===== src/rtl/online_to_binary_converter.sv =====
// Online signed-digit (MSD-first, radix-2) to two's-complement converter.
// On-the-fly conversion keeps Q and QM = Q-1 so no final carry-propagate add.
module online_to_binary_converter #(
    parameter int NDIG = 8
) (
    input  logic            clk,
    input  logic            rst,
    input  logic            in_valid,
    output logic            in_ready,
    input  logic [1:0]      in_digit,
    input  logic            in_first,
    output logic            out_valid,
    input  logic            out_ready,
    output logic [NDIG:0]   out_data,
    output logic            err
);

    localparam int CW = $clog2(NDIG) + 1;

    typedef enum logic [0:0] {
        IDLE,
        ACCUM
    } state_t;

    state_t        state, state_n;
    logic [CW-1:0] cnt, cnt_n;
    logic [NDIG:0] q, q_n;
    logic [NDIG:0] qm, qm_n;
    logic [NDIG:0] out_data_n;
    logic          out_valid_n;
    logic          err_n;

    logic          xfer;
    logic          pos, neg;
    logic          restart;
    logic [NDIG:0] q_base, qm_base;
    logic [NDIG:0] q_upd, qm_upd;

    assign in_ready = ~out_valid | out_ready;
    assign xfer     = in_valid & in_ready;
    assign pos      = in_digit[1] & ~in_digit[0];
    assign neg      = in_digit[0] & ~in_digit[1];

    // A first digit always starts from Q=0, QM=-1, whatever is accumulated.
    assign restart  = (state == IDLE) | in_first;
    assign q_base   = restart ? '0 : q;
    assign qm_base  = restart ? '1 : qm;

    always_comb begin
        q_upd  = {q_base[NDIG-1:0], 1'b0};
        qm_upd = {qm_base[NDIG-1:0], 1'b1};
        unique case (1'b1)
            pos: begin
                q_upd  = {q_base[NDIG-1:0], 1'b1};
                qm_upd = {q_base[NDIG-1:0], 1'b0};
            end
            neg: begin
                q_upd  = {qm_base[NDIG-1:0], 1'b1};
                qm_upd = {qm_base[NDIG-1:0], 1'b0};
            end
            default: ;
        endcase
    end

    always_comb begin
        state_n     = state;
        cnt_n       = cnt;
        q_n         = q;
        qm_n        = qm;
        err_n       = 1'b0;
        out_data_n  = out_data;
        out_valid_n = out_valid;

        if (out_valid && out_ready) begin
            out_valid_n = 1'b0;
        end

        unique case (state)
            IDLE: begin
                if (xfer) begin
                    if (in_first) begin
                        q_n     = q_upd;
                        qm_n    = qm_upd;
                        cnt_n   = CW'(1);
                        state_n = ACCUM;
                    end else begin
                        err_n = 1'b1;
                    end
                end
            end
            ACCUM: begin
                if (xfer) begin
                    q_n  = q_upd;
                    qm_n = qm_upd;
                    if (in_first) begin
                        err_n = 1'b1;
                        cnt_n = CW'(1);
                    end else if (cnt == CW'(NDIG - 1)) begin
                        // Release and load in one cycle keeps out_valid high.
                        out_data_n  = q_upd;
                        out_valid_n = 1'b1;
                        cnt_n       = '0;
                        state_n     = IDLE;
                    end else begin
                        cnt_n = cnt + CW'(1);
                    end
                end
            end
            default: state_n = IDLE;
        endcase
    end

    always_ff @(posedge clk) begin
        if (rst) begin
            state     <= IDLE;
            cnt       <= '0;
            q         <= '0;
            qm        <= '1;
            out_valid <= 1'b0;
            out_data  <= '0;
            err       <= 1'b0;
        end else begin
            state     <= state_n;
            cnt       <= cnt_n;
            q         <= q_n;
            qm        <= qm_n;
            out_valid <= out_valid_n;
            out_data  <= out_data_n;
            err       <= err_n;
        end
    end

endmodule


===== config.mk =====
export PLATFORM = sky130hd
export DESIGN_NAME = online_to_binary_converter
export DESIGN_NICKNAME = d
export VERILOG_FILES = /design/src/rtl/online_to_binary_converter.sv
export SDC_FILE = /design/constraint.sdc
export NUM_CORES = 1
export LEC_CHECK = 0
export CAP_MARGIN = 40
export CORE_UTILIZATION = 49
export CTS_CLUSTER_DIAMETER = 60
export CTS_CLUSTER_SIZE = 14
export DETAILED_ROUTE_END_ITERATION = 16
export PLACE_DENSITY = 0.83
export REMOVE_ABC_BUFFERS = 1
export SYNTH_ARGS = -nofsm -noshare
export SYNTH_HDL_FRONTEND = slang
export SYNTH_SLANG_ARGS = --single-unit

===== constraint.sdc =====
create_clock -name clk -period 1.52 [get_ports clk]
set_input_delay 0.304 -clock clk [delete_from_list [all_inputs] [get_ports clk]]
set_output_delay 0.304 -clock clk [all_outputs]
set_load 0.03 [all_outputs]

; ---- After elaboration in Yosys (flattened, before gate mapping)
; Index checks and enable logic that the tools add are counted.
[op_classes]
n_addsub = 1
n_eq_ne = 4
mux = 32
bitwise = 10
n_reduce_logical = 3
[ops]
columns = cell, count
row1 = 2-to-1 mux 8 bit, 8
row2 = case mux 8 bit (2 select lines), 3
row3 = 2-to-1 mux 4 bit, 5
row4 = case mux 9 bit (2 select lines), 1
row5 = 2-to-1 mux 1 bit, 12
row6 = case mux 4 bit (2 select lines), 1
row7 = inverter 1 bit, 5
row8 = adder 4 x 1 -> 4 bit (second input constant), 1
row9 = == test 4 x 3 -> 1 bit (second input constant), 1
row10 = inequality test 2 bit (second input constant), 2
row11 = case mux 1 bit (2 select lines), 2
row12 = AND reduction 4 bit, 1
row13 = bitwise AND 1 bit, 3
row14 = AND reduction 3 bit, 1
row15 = inequality test 2 x 1 -> 1 bit (second input constant), 1
row16 = OR 1 bit, 2
row17 = logical AND 1 bit, 1
[word_totals]
register_bits = 32
input_bits = 7
output_inout_bits = 12
wordCells = 57

; ---- Logic depth before layout (Yosys ltp)
[logic_depth]
word_depth = 7
depth_mapped = 6
mapped_depth_nobuf = 5

; ---- Least setup slack after synthesis
; OpenSTA, ideal clock, no wires.
[synth_timing]
path_kind = input to register
startpoint = input in_digit[0]
endpoint = register q[1]
setup_time_ns = 0.135
arrival_time_ns = 1.409
required_ns = 1.385
path_slack_ns = -0.025
stages = 6
n_path_buf = 1
cell_sequence = inv_1 ha_1 or2_2 buf_2 a32oi_1 a211oi_1
[synth_via]
elab_chain_len = 6
elab_cells_between_ends = 8
cone_classes = 5 x mux / 3 x bitwise
[synth_lines]
columns = item, line
row1 = "start, declared", 10  ; input logic [1:0] in_digit,
row2 = inverter 1 bit, 41  ; assign pos = in_digit[1] & ~in_digit[0];
row3 = bitwise AND 1 bit, 41
row4 = case mux 9 bit (2 select lines) (*), 52  ; unique case (1'b1)
row5 = 2-to-1 mux 8 bit, 81  ; if (in_first) begin
row6 = 2-to-1 mux 8 bit, 80  ; if (xfer) begin
row7 = case mux 8 bit (2 select lines) (*), 78  ; unique case (state)
row8 = "end signal, assigned", 125  ; q <= q_n;
row9 = "end, declared", 27  ; logic [NDIG:0] q, q_n;
; Every way passes the cells marked *; elsewhere a longest branch is shown, timed or not. The select of a mux whose other input is x is not followed.
; A chain may end at the register's enable or synchronous reset.

; ---- Final worst setup path
[layout_timing]
startpoint = input in_first
endpoint = register q[1]
[layout_via]
elab_chain_len = 6
elab_cells_between_ends = 10
cone_classes = 1 x eq/ne / 7 x mux / 1 x bitwise / 1 x reduce/logical
[layout_lines]
columns = item, line
row1 = "start, declared", 11  ; input logic in_first,
row2 = OR 1 bit, 45  ; assign restart = (state == IDLE) | in_first;
row3 = 2-to-1 mux 8 bit (on tied branches), "46, 47"
row4 = case mux 9 bit (2 select lines), 52
row5 = 2-to-1 mux 8 bit, 81
row6 = 2-to-1 mux 8 bit, 80
row7 = case mux 8 bit (2 select lines), 78
; Several ways; a longest one is shown, not always the timed one. The select of a mux whose other input is x is not followed.

==> metrics <==
PortBufs 18; HPWL after DPL 3090 um; largest net degree at the start of global routing 18; Peak VDD IR 0.390 mV; CTS tree built; slew margin rel. 0.716; min Tclk post-route 1.49 ns; Die Height 59.3 um; Final Cycle Share 0.982; Max-Cap Viols 0; Max FO, Critical Path 14; Ys Warns 0; Fmax 670 MHz; post-route antenna net violation count 0; crit start category input pin; crit path DAT 1.70 ns; # diodes 0; Final Hold Viols 0; Final Skew 0.00632 ns; pwr dens 825 mW/mm^2; status finished, final reports clean; EDFF count, synth 0; Synth cell types 38; syn avg cell area 9.34 um^2; Routed WL 4150 um; post-synthesis sequential area ratio 0.399; worst hold path type flip-flop to flip-flop; CTS Buffer Depth 2; num rows 20; Detailed Routing Iterations Pass 1 6; setup TNS 0 ns; Initial DRC Count 185; Die ar. 0.00351 mm^2; Clk pin slew, worst setup/hold paths 0.10 ns; final setup violation count 0; clk_lat worst skew 0.34 ns; share of layout cells above drive strength 1 0.297; Synth Instances 172; Via-to-Cell Ratio 6.26; crit path capture type flip-flop; Starting Density 0.522; initial antenna violation count 0; static leakage 0.000800 uW; vias 1,585; Worst EP required 1.73 ns; first-pass GRT wire length 6840 um; Primary FF master, synth dfxtp_1; commonest cells after routing, fill and taps aside dfxtp_1, buf_4, a31oi_1; H-tree levels 2; RSZ-0062 raised after global routing false; Ports 19; pin slew with the least headroom to its limit 0.425 ns; Avg WL per Cell 16.4 um; Nets 218; die width 59.3 um; ys async rst share 0; WS Path Type input pin to flip-flop; drc violations 0; vias in the first global route 1,469; TritonCTS Sinks 32; GR Util All Layers 0.261; CTS Buf Count 5; root buf cell clkbuf_4; Hold Worst Slack 0.495 ns; synth-to-layout area growth 28.7%; Core Region 0.00308 mm^2; gp weighted congestion 0.857; Pins Over Slew Limit 0; mapped cell area 0.00161 mm^2; remaining global-route overflow 0; synthesized flop and latch total 32
## timing repair
item                                    4_1_cts  5_1_grt
endpoints found under the setup margin       34       15
pin swaps                                     4        1
hold buffers                                  0        0
gates resized for setup                      23        6
gates cloned                                  0        0
setup buffers                                 1        2
## kinds of logic (layout without fill, tap and decap cells)
family	Yosys count	after routing	share of synthesized area
buffers and inverters	25	62	0.0802
flip-flops	32	32	0.399
AO/OA/AOI/OAI	70	70	0.324
AND/OR/NAND/NOR	42	42	0.174
adder cells (fa/ha/maj)	3	3	0.0234
## worst max-delay path: stages
cell and delay (ns):
clkdlybuf4s50_1 0.40, buf_4 0.17, or3b_2 0.49, a32oi_2 0.23, a211oi_1 0.11
## layer usage
layer,GRT usage,part of all wire,vias to the layer above
met4,0.129,0.021,0
met1,0.334,0.45,752
li1,-,-,750
met3,0.0611,0.057,9
met5,0,0,-
met2,0.409,0.48,74
## through the flow
stage                      util  area, um^2  power, uW  setup WS (ns)  std cells
after global routing      0.672        2070       1770       0.000980        253
after floorplan               -        1500       1050         -0.361        154
after global placement    0.634        1950       1170         -0.548        243
final                     0.672        2070       1710         0.0267        253
after CTS                 0.666        2050       1700         0.0144        252
after detailed placement  0.634        1950       1180         -0.591        243
## cell usage after synthesis (2+ instances only)
master | number | area share
clkbuf_1 | 6 | 0.014
nand2_1 | 3 | 0.0070
nor3_1 | 2 | 0.0062
dfxtp_1 | 32 | 0.40
a211oi_1 | 15 | 0.070
nor2_1 | 10 | 0.023
ha_1 | 3 | 0.023
or3b_1 | 6 | 0.033
or2_2 | 3 | 0.012
buf_2 | 7 | 0.022
a32oi_1 | 6 | 0.033
nand3_1 | 4 | 0.012
a31oi_1 | 16 | 0.062
o31ai_1 | 5 | 0.023
a21oi_1 | 6 | 0.019
nor2b_1 | 3 | 0.012
a22oi_1 | 14 | 0.065
and3b_1 | 2 | 0.011
inv_1 | 6 | 0.014
nand4_1 | 3 | 0.012
buf_6 | 3 | 0.021
## final timing paths
check | startpoint | to | slack [ns] | cells past startpoint
worst min register to register | cnt[1]$_SDFFE_PP0P_ | cnt[1]$_SDFFE_PP0P_ | 0.49 | 2
worst max-delay path | in_first | q[1]$_SDFFE_PP0P_ | 0.03 | 5
worst max register to register | cnt[0]$_SDFFE_PP0P_ | out_data[1]$_SDFFE_PP0P_ | 0.07 | 4
worst min-delay path | cnt[1]$_SDFFE_PP0P_ | cnt[1]$_SDFFE_PP0P_ | 0.49 | 2
## cell type report
| class | count | area (um^2) |
|---|---|---|
| clock buffers | 6 | 51.3 |
| clock inverters | 2 | 10.0 |
| fillers | 230 | 1010 |
| inverters | 7 | 28.8 |
| multi-input cells | 115 | 883 |
| flip-flops and latches | 32 | 646 |
| well taps | 44 | 55.1 |
| repair buffers | 47 | 394 |
## flip-flops by register name, indices dropped and copies added (netlist names)
name	count
out_valid	1
state	1
qm	8
q	8
cnt	4
err	1
out_data	9
## power breakdown
group | total (uW) | switching, uW | leakage, uW | internal [uW]
Clock | 525 | 306 | 0.0000380 | 220
Sequential | 903 | 29.4 | 0.000263 | 874
Combinational | 277 | 147 | 0.000499 | 130
Total | 1710 | 482 | 0.000800 | 1220
No activity file was read; power rests on OpenSTA's default activity.
